--- src/rtl/demux1x2_stream.sv ---
// rtl/demux1x2_stream.sv - one-input, two-output stream demultiplexer with per-channel holding registers
//
// Ports:
//   clk                      rising-edge clock
//   rst_n                    asynchronous active-low reset
//   in_valid / in_ready      upstream handshake (in_ready is combinational)
//   in_data [WIDTH]          upstream word
//   in_sel                   destination channel, 0 -> out0, 1 -> out1
//   out0_valid / out0_ready  channel 0 handshake
//   out0_data [WIDTH]        channel 0 held word
//   out0_count [16]          channel 0 delivered-word count (wraps)
//   out1_*                   same set for channel 1

module demux1x2_stream #(
  parameter int WIDTH = 8
) (
  input  logic             clk,
  input  logic             rst_n,
  input  logic             in_valid,
  output logic             in_ready,
  input  logic [WIDTH-1:0] in_data,
  input  logic             in_sel,
  output logic             out0_valid,
  input  logic             out0_ready,
  output logic [WIDTH-1:0] out0_data,
  output logic [15:0]      out0_count,
  output logic             out1_valid,
  input  logic             out1_ready,
  output logic [WIDTH-1:0] out1_data,
  output logic [15:0]      out1_count
);

  typedef enum logic {
    ST_EMPTY = 1'b0,
    ST_FULL  = 1'b1
  } state_t;

  state_t           r_state0;
  state_t           r_state1;
  state_t           w_next0;
  state_t           w_next1;
  logic [WIDTH-1:0] r_data0;
  logic [WIDTH-1:0] r_data1;
  logic [15:0]      r_count0;
  logic [15:0]      r_count1;

  logic w_ch0_open;
  logic w_ch1_open;
  logic w_in_xfer;
  logic w_load0;
  logic w_load1;
  logic w_out_xfer0;
  logic w_out_xfer1;

  // A channel can take a word when empty, or when its current word leaves
  // in the same cycle. Only the addressed channel gates in_ready, so a
  // stalled channel never blocks the other one.
  assign w_ch0_open = (r_state0 == ST_EMPTY) || out0_ready;
  assign w_ch1_open = (r_state1 == ST_EMPTY) || out1_ready;

  // rst_n is folded in so nothing is accepted while reset is held.
  assign in_ready = rst_n && (in_sel ? w_ch1_open : w_ch0_open);

  assign w_in_xfer   = in_valid && in_ready;
  assign w_load0     = w_in_xfer && !in_sel;
  assign w_load1     = w_in_xfer &&  in_sel;
  assign w_out_xfer0 = (r_state0 == ST_FULL) && out0_ready;
  assign w_out_xfer1 = (r_state1 == ST_FULL) && out1_ready;

  // State registers
  always_ff @(posedge clk or negedge rst_n) begin
    if (!rst_n) begin
      r_state0 <= ST_EMPTY;
      r_state1 <= ST_EMPTY;
    end else begin
      r_state0 <= w_next0;
      r_state1 <= w_next1;
    end
  end

  // Next-state logic; a load while FULL is the reload case (stay FULL)
  always_comb begin
    w_next0 = r_state0;
    case (r_state0)
      ST_EMPTY: if (w_load0) w_next0 = ST_FULL;
      ST_FULL:  if (!w_load0 && w_out_xfer0) w_next0 = ST_EMPTY;
      default:  w_next0 = ST_EMPTY;
    endcase
  end

  always_comb begin
    w_next1 = r_state1;
    case (r_state1)
      ST_EMPTY: if (w_load1) w_next1 = ST_FULL;
      ST_FULL:  if (!w_load1 && w_out_xfer1) w_next1 = ST_EMPTY;
      default:  w_next1 = ST_EMPTY;
    endcase
  end

  // Outputs decoded from state
  always_comb begin
    out0_valid = (r_state0 == ST_FULL);
    out1_valid = (r_state1 == ST_FULL);
  end

  // Holding registers change only on a load to their own channel
  always_ff @(posedge clk or negedge rst_n) begin
    if (!rst_n) begin
      r_data0 <= '0;
      r_data1 <= '0;
    end else begin
      if (w_load0) r_data0 <= in_data;
      if (w_load1) r_data1 <= in_data;
    end
  end

  // Delivered-word counters, wrap naturally at 16 bits
  always_ff @(posedge clk or negedge rst_n) begin
    if (!rst_n) begin
      r_count0 <= '0;
      r_count1 <= '0;
    end else begin
      if (w_out_xfer0) r_count0 <= r_count0 + 16'd1;
      if (w_out_xfer1) r_count1 <= r_count1 + 16'd1;
    end
  end

  assign out0_data  = r_data0;
  assign out1_data  = r_data1;
  assign out0_count = r_count0;
  assign out1_count = r_count1;

endmodule
--- config.mk ---
export PLATFORM = sky130hd
export DESIGN_NAME = demux1x2_stream
export DESIGN_NICKNAME = d
export VERILOG_FILES = /design/src/rtl/demux1x2_stream.sv
export SDC_FILE = /design/constraint.sdc
export NUM_CORES = 1
export LEC_CHECK = 0
export CORE_ASPECT_RATIO = 0.9
export CORE_MARGIN = 8
export CORE_UTILIZATION = 46
export DETAILED_ROUTE_END_ITERATION = 10
export PLACE_DENSITY_LB_ADDON = 0.12
export SETUP_SLACK_MARGIN = 0.1
export SYNTH_ARGS = -nofsm -noshare
export SYNTH_HDL_FRONTEND = slang
export SYNTH_SLANG_ARGS = --single-unit
--- constraint.sdc ---
create_clock -name clk -period 1.9 [get_ports clk]
set_input_delay 0.475 -clock clk [delete_from_list [all_inputs] [get_ports clk]]
set_output_delay 0.475 -clock clk [all_outputs]
set_load 0.05 [all_outputs]
==> Yosys cells after proc, flatten, opt, wreduce, memory -nomap -nowiden <==
Index checks and enable logic that the tools add are counted.
{ "word_totals": {"register_bits": 50, "in_bits": 14, "out_inout_bits": 51, "elab_cells": 30} }
{ "op_classes": {"n_addsub": 2, "muxes": 7, "n_bitwise": 2, "reduce_logical": 13} }
{ "op_table": {"columns": ["cell", "count"], "rows": [
  ["adder 16 x 1 -> 16 bit (second input constant)", 2],
  ["logical AND 1 bit", 8],
  ["two-way mux 1 bit", 5],
  ["one-hot mux 1 bit (2 select lines)", 2],
  ["logical NOT 1 bit", 3],
  ["logical OR 1 bit", 2],
  ["NOT 1 bit", 2]
]} }

==> Longest topological paths before layout <==
Gate-level depths: netlist of the first run.
{ "logic_depth": {"depth_word": 10, "ltp_mapped": 5, "mapped_depth_nobuf": 5} }

==> Worst setup path after synthesis of the first run <==
Ideal clock, no wire load.
{ "synth_timing": {"kind": "reg2out", "from": "register r_state0, in the netlist out0_valid", "to": "output port in_ready", "arrival_ns": 1.386, "required_time_ns": 1.425, "setup_slack_ns": 0.039, "stages_incl_launch_ff": 4, "path_cell_list": "dfrtp_1 > nor2b_1 > o21ai_0 > and2_1"} }
{ "synth_via": {"elab_chain_cells": 4} }
{ "synth_lines": {"columns": ["item", "line", "text"], "rows": [
  ["start: declaration", "38", "state_t r_state0;"],
  ["start signal: assignment", "76", "r_state0 <= w_next0;"],
  ["NOT 1 bit", "58", "assign w_ch0_open = (r_state0 == ST_EMPTY) || out0_ready;"],
  ["logical OR 1 bit", "58", null],
  ["two-way mux 1 bit", "62", "assign in_ready = rst_n && (in_sel ? w_ch1_open : w_ch0_open);"],
  ["logical AND 1 bit", "62", null],
  ["end: declaration", "20", "output logic in_ready,"]
]} }
No other way between the ends.

==> Final worst setup path of the first run <==
{ "layout_timing": {"from": "input port out1_ready", "to": "output port in_ready"} }
{ "layout_via": {"elab_chain_cells": 3} }
{ "layout_lines": {"columns": ["item", "line", "text"], "rows": [
  ["start: declaration", "28", "input logic out1_ready,"],
  ["logical OR 1 bit", "59", "assign w_ch1_open = (r_state1 == ST_EMPTY) || out1_ready;"],
  ["two-way mux 1 bit", "62", null],
  ["logical AND 1 bit", "62", null]
]} }
No other way between the ends.

==> results of run 1 <==
-- stage by stage --
stage                       util  area, µm²  power [W]  setup TNS (ps)
after floorplan                -       2118   0.002185               0
after global placement    0.6344       2811   0.002594          -457.7
after detailed placement  0.6344       2811   0.002624          -976.7
after CTS                 0.6717       2977   0.003542               0
after global routing      0.6736       2985   0.003679               0
final                     0.6736       2985   0.003504               0
-- registers in the layout, indices dropped and copies added (netlist names) --
| signal | flops |
|---|---|
| out0_valid | 1 |
| out1_data | 8 |
| out1_valid | 1 |
| out0_count | 16 |
| out0_data | 8 |
| out1_count | 16 |
-- cell type report --
| class | count | area share |
|---|---|---|
| sequential | 50 | 0.4199 |
| inverter | 2 | 0.002515 |
| clock inverter | 2 | 0.02012 |
| timing repair buffer | 81 | 0.2129 |
| tap | 62 | 0.02598 |
| multi-input combinational | 110 | 0.2909 |
| clock buffer | 6 | 0.02766 |
-- report_power, final --
group	leakage, nW	internal [W]	switching [W]	total [W]
logic	0.743	0.000399	0.000801	0.00120
clock network	0.0714	0.000561	0.000346	0.000907
registers	0.646	0.00123	0.000168	0.00140
total	1.46	0.00219	0.00131	0.00350
-- how the worst max path moves through the flow --
stage                           from  endpoint  slack, ps  cells past startpoint
after floorplan           out1_valid  in_ready        120                      4
after global placement    out0_ready  in_ready       -220                      5
after detailed placement  out0_ready  in_ready       -220                      5
after CTS                 out1_valid  in_ready        110                      5
after global routing      out1_valid  in_ready        100                      5
final                     out1_ready  in_ready        150                      6
-- worst max-delay path, stage by stage --
cell           delay [ps]
dlygate4sd2_1         240
nand2b_4              140
nand2_1                60
o21ai_1                50
and2_1                150
buf_6                 150
-- layer usage --
layer  GRT usage  part of all wire  wire length, µm  vias up
li1            -                 -                -      729
met1      0.1642              0.42             2006      718
met2      0.2315              0.48             2302       45
met3     0.06728             0.093              450        7
met4     0.05660             0.014               66        0
met5           0                 0                0        -
-- placed cells by master (no fill, tap or decap), types with 3 or more instances in the layout --
master | synthesis | routed
buf_4 | 0 | 67
clkbuf_8 | 0 | 6
nand3_1 | 8 | 8
dlygate4sd2_1 | 0 | 3
nor2_1 | 7 | 7
nand4_1 | 6 | 6
xnor2_1 | 21 | 21
xor2_1 | 9 | 9
dfrtp_1 | 50 | 48
mux2_2 | 18 | 18
clkdlybuf4s50_1 | 0 | 9
nand2_1 | 18 | 18
-- what timing repair did --
action,CTS,global route
pin swaps,1,0
endpoints found under the setup margin,1,1
gates cloned,0,0
buffers inserted,1,1
resized for setup,7,2
-- kinds of logic (layout without fill, tap and decap cells) --
kind of cell	after synthesis	after routing
and+or+nand+nor	59	59
DFF	50	50
xor gates and xnor gates	30	30
muxes	18	18
buffers and inverters	3	91
adders and majority gates	2	2
AOI/OAI and AO/OA	1	1
==> results.py, run 1 <==
metrics = {
    "die": {
        "die_y_um": 80.36,
        "rows": 23,
        "ios": 65,
        "core_um2": 4432,
        "die_area_um2": 7032,
        "die_width_um": 87.51,
        "start_util": 0.4777,
    },
    "clock_tree": {
        "tritoncts": "built",
        "clk_latency_ps": 300,
        "cts.root.buffer_cell": "clkbuf_8",
        "numCtsBuffers": 5,
        "hold_buffers": 0,
        "clk_pin_slew_ps": 90,
        "cts_sinks": 50,
        "clockBufferDepth": 2,
        "h-tree-depth": 2,
    },
    "worst_setup_path": {
        "worstSetupPathType": "input port to output pin",
        "worstReg2RegStart": "out1_count[0]",
        "startpoint_type": "input port",
        "cp.required_ps": 1420,
        "critPathMaxFanout": 3,
        "end_kind": "output pin",
        "reg2reg_to": "out1_count[12]",
        "r2r_slack_ps": 360,
        "critPathArrivalTime_ps": 1270,
        "reg2reg_depth": 5,
    },
    "global_routing": {
        "antenna_found_initial": 0,
        "grt_usage": 0.1446,
        "grt_pass1_vias": 1560,
        "grt_start_max_net_pins": 43,
        "grt_pass1_wl_um": 7810,
        "grt_overflow": 0,
    },
    "placement": {
        "port-buffer-count": 64,
        "place_ws_ps": -223.5,
        "dp_cells": 303,
        "gp_congestion": 0.7610,
        "hpwl_um": 3788,
    },
    "synthesis": {
        "ys_warn_count": 0,
        "synth_nets": 179,
        "synth.distinct_cells": 26,
        "synth_edf_count": 0,
        "synth_xor_area_frac": 0.1241,
        "netlist_area_um2": 2117,
        "synth-seq-cells": 50,
        "synth_most_common_cell": "dfrtp_1",
        "yosys.area_share.simple": 0.1690,
        "synth_top_family_by_area": "simple AND/OR/NAND/NOR gates",
        "netlist.area_leader.share": 0.5910,
        "synthArstFlopShare": 1.000,
        "synth.avg_cell_area_um2": 12.99,
        "synth_fa_ha_area_frac": 0.01182,
        "synth_mux_area_frac": 0.09574,
        "yosys-top-cells-area": "dfrtp_1 59%, mux2_2 9.6%, xnor2_1 8.7%, xor2_1 3.7%, nand2_1 3.2%",
        "synthCells": 163,
        "synthTopCellsByCount": "50 x dfrtp_1, 21 x xnor2_1, 18 x mux2_2, 18 x nand2_1, 9 x xor2_1",
        "yosys.area.top_type": "dfrtp_1",
        "yosysSeqAreaShare": 0.5910,
        "synth-compound-area-share": 0.002364,
        "synth_flop_cell": "dfrtp_1",
    },
    "routing": {
        "drc": 0,
        "firstDrtPassIters": 4,
        "route.vias.total": 1499,
        "routedWlPerCell_um": 15.42,
        "via_per_inst": 4.789,
        "drt_iter0_markers": 39,
        "routed_wl_um": 4826,
        "ant_nets": 0,
    },
    "cells_and_area": {
        "seqCellArea_um2": 1254,
        "layout-drive-gt1-share": 0.4343,
        "area_growth_pct": 41.02,
        "antenna_cells_inserted": 0,
        "multi_input_area_um2": 868.3,
        "layoutNonFillerInstCount": 313,
        "nets": 266,
        "fillCellCount": 364,
    },
    "power_and_ir_drop": {
        "power_density_nw_per_um2": 1174,
        "peakVddDrop_uv": 799.7,
        "leakagePower_nw": 1.461,
    },
    "timing": {
        "setup_violations": 0,
        "timing.final.crit_period_ps": 1746,
        "tightest_slew_ps": 534.7,
        "finalClockSkew_ps": 5.743,
        "finalHoldViolations": 0,
        "max-slew-margin-rel": 0.6435,
        "period_share": 0.9191,
        "max_freq_ghz": 0.5726,
        "setup_ws_ps": 153.6,
        "rsz0062_at_grt": "no",
        "whs_ps": 126.2,
        "maxSlewViolCount": 0,
    },
    "min_path": {
        "hp-class": "input port to async pin",
    },
    "run_status": {
        "status": "completed",
    },
    "run": {
        "cap_violations": 0,
    },
}
Power figures use the tool's default switching activity.
==> run 2: changes to the inputs <==
GPL_TIMING_DRIVEN = 0   (was not set)
==> run 2 against run 1 <==
Against the previous run: total power fell by 9.8%; first-iteration DRC count fell by 21%; maximum frequency fell by 2.1%; setup slack got worse by 37 ps; die area did not move; clock power fell by 30%; cell count fell by 3.8%; critical path depth fell by 1; worst hold slack got worse by 33 ps; highest routed layer unchanged.
==> results.py, run 2 (synthesis results as in run 1) <==
metrics = {
    "worst_setup_path": {
        "crit_family": "buffers and inverters",
        "crit_buf_inv": 2,
        "startpoint_type": "input port",
        "critPathMaxFanout": 4,
        "critPathArrivalTime_ps": 1310,
        "reg2reg_depth": 3,
        "worstSetupPathDepth": 5,
        "crit_chain": "dlygate4sd2_1, nor2b_4, o21ai_2, and2_4, buf_8",
        "end_kind": "output pin",
        "slowest_stage": "dlygate4sd2_1",
        "cp.required_ps": 1420,
        "max_stage_delay_ps": 290,
        "worstSetupPathType": "input port to output pin",
    },
    "timing": {
        "finalClockSkew_ps": 8.699,
        "maxSlewViolCount": 0,
        "rsz0062_at_grt": "yes",
        "max-slew-margin-rel": 0.6504,
        "max_freq_ghz": 0.5607,
        "finalHoldViolations": 0,
        "timing.final.crit_period_ps": 1784,
        "period_share": 0.9387,
        "setup_violations": 0,
        "tightest_slew_ps": 522.7,
    },
    "routing": {
        "via_per_inst": 4.927,
        "route.vias.total": 1483,
        "drt_iter0_markers": 31,
        "ant_nets": 0,
        "firstDrtPassIters": 4,
        "drc": 0,
        "routed_wl_um": 4761,
        "routedWlPerCell_um": 15.82,
    },
    "cells_and_area": {
        "layoutNonFillerInstCount": 301,
        "layout_common_cells": "48 x dfrtp_1, 40 x dlygate4sd2_1, 21 x xnor2_1, 18 x nand2_1, 18 x mux2_2",
        "layout_commonest_cell": "dfrtp_1",
        "antenna_cells_inserted": 0,
        "area_growth_pct": 38.77,
        "layout-drive-gt1-share": 0.2218,
        "nets": 254,
        "fin_util": 0.6629,
    },
    "clock_tree": {
        "h-tree-depth": 2,
        "cts.root.buffer_cell": "clkbuf_8",
        "clk_latency_ps": 300,
        "clockBufferDepth": 2,
        "numCtsBuffers": 5,
        "cts_sinks": 50,
        "clk_pin_slew_ps": 90,
        "tritoncts": "built",
    },
    "die": {
        "die_y_um": 80.36,
        "die_width_um": 87.51,
        "start_util": 0.4777,
        "die_area_um2": 7032,
        "ios": 65,
        "rows": 23,
        "core_um2": 4432,
    },
    "placement": {
        "dp_cells": 290,
        "port-buffer-count": 64,
        "hpwl_um": 3654,
        "gp_congestion": 0.7625,
    },
    "min_path": {
        "hp-class": "input port to async pin",
    },
    "global_routing": {
        "grt_usage": 0.1456,
        "grt_pass1_wl_um": 7997,
        "grt_pass1_vias": 1610,
        "grt_overflow": 0,
        "grt_start_max_net_pins": 33,
        "antenna_found_initial": 0,
    },
    "run_status": {
        "status": "completed",
    },
    "power_and_ir_drop": {
        "power_density_nw_per_um2": 1076,
        "finalPower_w": 0.003162,
        "peakVddDrop_uv": 708.4,
        "leakagePower_nw": 1.437,
    },
    "run": {
        "cap_violations": 0,
    },
}
## run 2: changes by cell type in the layout (fill, tap and decap cells not counted), moves of 2 or more
| cell | before | now |
|---|---|---|
| dlygate4sd2_1 | 3 | 40 |
| buf_4 | 67 | 0 |
| clkdlybuf4s15_2 | 0 | 2 |
| dlygate4sd3_1 | 0 | 3 |
| clkdlybuf4s15_1 | 0 | 6 |
| clkbuf_2 | 0 | 5 |
| bufinv_16 | 2 | 0 |
## run 2: final cells by class
| cell class | instances | area, µm² |
|---|---|---|
| clock buffers | 6 | 82.58 |
| fillers | 358 | 1494 |
| repair buffers | 68 | 624.3 |
| plain buffers | 1 | 5.005 |
| inverters | 2 | 7.507 |
| multi-input cells | 110 | 874.6 |
| flip-flops and latches | 50 | 1254 |
| well taps | 62 | 77.57 |
| clock inverters | 2 | 12.51 |
## run 2: stage by stage
| step | TNS [ps] | cell area [µm²] | hold slack (ps) | worst slack (ps) |
|---|---|---|---|---|
| after floorplan | 0 | 2118 | 179.4 | 121.9 |
| after global routing | 0 | 2938 | 101.0 | 73.59 |
| after global placement | -87020 | 2836 | 459.0 | -2264 |
| after detailed placement | -6298 | 2851 | 469.6 | -849.7 |
| after CTS | 0 | 2942 | 83.66 | 92.30 |
| final | 0 | 2938 | 93.15 | 116.4 |
## run 2: repair_timing
action	4_1_cts	5_1_grt
pin swaps	0	0
setup buffers	0	0
hold endpoints to repair	3	0
setup endpoints to repair	67	11
hold buffers	3	0
resized for setup	73	17
## run 2: worst reg2reg max path, stage by stage, from the launching register on
cell     delay (ps)
dfrtp_2         440
nor2b_4         150
nor3_4          440
mux2_2          400
## run 2: routing by layer
metal	up-vias	routed length (µm)	track usage
met5	-	0	0
met4	0	74	0.04803
met3	7	474	0.06830
met2	44	2337	0.2375
met1	726	1875	0.1648
li1	706	-	-
## run 2: worst paths after layout
kind	from	end	slack (ps)
max in group asynchronous	rst_n	out0_count[2]	870
min reg2reg	out0_count[15]	out0_count[15]	470
min in group clk	out0_count[15]	out0_count[15]	470
max reg2reg	out0_valid	out0_data[6]	360
max	out0_ready	in_ready	120
min	rst_n	out1_count[13]	90
## run 2: power breakdown
part | switching (W) | internal, W | leakage [nW] | total, W
Clock | 0.000339 | 0.000293 | 0.0472 | 0.000632
Sequential | 0.000160 | 0.00123 | 0.646 | 0.00139
Combinational | 0.000806 | 0.000335 | 0.743 | 0.00114
Total | 0.00131 | 0.00186 | 1.44 | 0.00316
==> run 3: changes to the inputs <==
CORE_UTILIZATION = 48   (was 46)
CTS_BUF_LIST = sky130_fd_sc_hd__clkbuf_2   (was not set)
==> run 3 against run 2 <==
Against the previous run: the flow now finishes with violations (setup timing); maximum frequency shrank 7.7%; count of clock-buffer cells in the layout is the same; combinational power is essentially flat; clock power shrank 35%; first-iteration DRC count grew 48%; routed wire length is essentially flat; critical path type is now register to output pin.
==> results.py, run 3 (synthesis results as in run 1) <==
metrics = {
    "cells_and_area": {
        "area_growth_pct": 35.34,
        "layoutNonFillerInstCount": 306,
        "nets": 259,
        "post-route-cell-area_um2": 2865,
        "layout_common_cells": "48 x dfrtp_1, 28 x buf_2, 22 x clkdlybuf4s15_2, 21 x xnor2_1",
        "layout-drive-gt1-share": 0.4016,
        "layout_commonest_cell": "dfrtp_1",
        "antenna_cells_inserted": 0,
    },
    "die": {
        "start_util": 0.4872,
        "die_area_um2": 6795,
        "die_width_um": 86.01,
        "ios": 65,
        "core_um2": 4345,
        "die_y_um": 79.01,
        "rows": 23,
    },
    "global_routing": {
        "antenna_found_initial": 0,
        "grt_pass1_wl_um": 7728,
        "grt_pass1_vias": 1605,
        "grt_usage": 0.1461,
        "grt_overflow": 0,
        "grt_start_max_net_pins": 34,
    },
    "placement": {
        "dp_cells": 290,
        "gp_congestion": 0.7351,
        "port-buffer-count": 64,
        "place_ws_ps": -862.1,
        "hpwl_um": 3551,
        "dpl_cell_area_um2": 2851,
    },
    "timing": {
        "period_share": 1.017,
        "rsz0062_at_grt": "yes",
        "maxSlewViolCount": 0,
        "setup_ws_ps": -32.19,
        "setup_violations": 2,
        "finalClockSkew_ps": 24.11,
        "tightest_slew_ps": 733.1,
        "max_freq_ghz": 0.5175,
        "finalHoldViolations": 0,
        "max-slew-margin-rel": 0.5097,
        "timing.final.crit_period_ps": 1932,
    },
    "routing": {
        "drt_iter0_markers": 46,
        "via_per_inst": 4.908,
        "route.vias.total": 1502,
        "ant_nets": 0,
        "firstDrtPassIters": 4,
        "routed_wl_um": 4757,
        "drc": 0,
        "routedWlPerCell_um": 15.55,
    },
    "run_status": {
        "violations": "setup timing",
        "status": "finished, violations left",
    },
    "clock_tree": {
        "clockBufferDepth": 2,
        "tritoncts": "built",
        "cts.root.buffer_cell": "clkbuf_2",
        "h-tree-depth": 2,
        "clk_pin_slew_ps": 240,
        "cts_sinks": 50,
        "clk_latency_ps": 430,
        "numCtsBuffers": 5,
    },
    "worst_setup_path": {
        "cp.required_ps": 1420,
        "critPathArrivalTime_ps": 1460,
        "reg2reg_depth": 4,
        "worstReg2RegStart": "out0_valid",
        "end_kind": "output pin",
        "reg2reg_to": "out0_data[7]",
        "cp-startpoint": "out1_valid",
        "critPathMaxFanout": 4,
        "r2r_slack_ps": 270,
        "worstSetupPathType": "register to output pin",
        "startpoint_type": "register",
    },
    "run": {
        "cap_violations": 0,
    },
    "power_and_ir_drop": {
        "power_density_nw_per_um2": 1034,
        "leakagePower_nw": 1.375,
        "finalPower_w": 0.002962,
        "peakVddDrop_uv": 629.9,
    },
    "min_path": {
        "hp-class": "input port to async pin",
    },
}
[run 3: cell count changes in the layout (fill, tap and decap cells not counted), moves of 2 or more]
cell	previous run	this run
buf_2	1	28
buf_4	0	7
clkbuf_8	6	0
clkdlybuf4s15_1	6	0
clkdlybuf4s15_2	2	22
dlygate4sd2_1	40	4
dlygate4sd3_1	3	1
[run 3: area by class of cell]
class / count / area, µm²
Fill cell: 348 / 1480
Inverter: 2 / 7.507
Clock inverter: 2 / 8.758
Multi-Input combinational cell: 110 / 860.8
Tap cell: 62 / 77.57
Sequential cell: 50 / 1254
Timing Repair Buffer: 73 / 621.8
Clock buffer: 6 / 30.03
Buffer: 1 / 5.005
[run 3: how the worst max path moves through the flow]
stage,to,slack (ps),cells past startpoint
global route,in_ready,-140,5
floorplan,in_ready,120,4
global placement,in_ready,-2250,3
CTS,in_ready,-60,5
finish,in_ready,-30,5
detailed placement,in_ready,-860,6
[run 3: per-stage QoR]
step	TNS [ps]	util	hold WS, ps
after floorplan	0	-	179.4
after global placement	-86810	0.6528	459.4
after detailed placement	-5634	0.6562	432.8
after CTS	-111.2	0.6813	40.48
after global routing	-251.7	0.6594	18.00
final	-36.45	0.6594	44.69
[run 3: worst max-delay path: stages, from the launching register on]
cell	delay, ps
dfrtp_1	460
nand2b_1	120
nand2_1	70
o21ai_1	80
and2_1	150
buf_6	160
[run 3: what timing repair did]
item / 4_1_cts / 5_1_grt
buffers inserted: 5 / 1
endpoints found under the hold margin: 17 / 0
pin swaps: 1 / 1
setup endpoints to repair: 51 / 20
resized for setup: 184 / 33
hold buffers: 2 / 0
[run 3: power breakdown]
part	leakage, nW	internal, W	total (W)	switching [W]
clock network	0.0304	0.0000904	0.000410	0.000320
logic	0.699	0.000352	0.00116	0.000808
registers	0.646	0.00123	0.00139	0.000162
total	1.38	0.00167	0.00296	0.00129
[run 3: metal layers]
metal	track usage	vias to the layer above	part of all wire
li1	-	713	-
met3	0.06392	10	0.078
met5	0	-	0
met4	0.06469	0	0.021
met2	0.2444	41	0.52
met1	0.1575	738	0.38
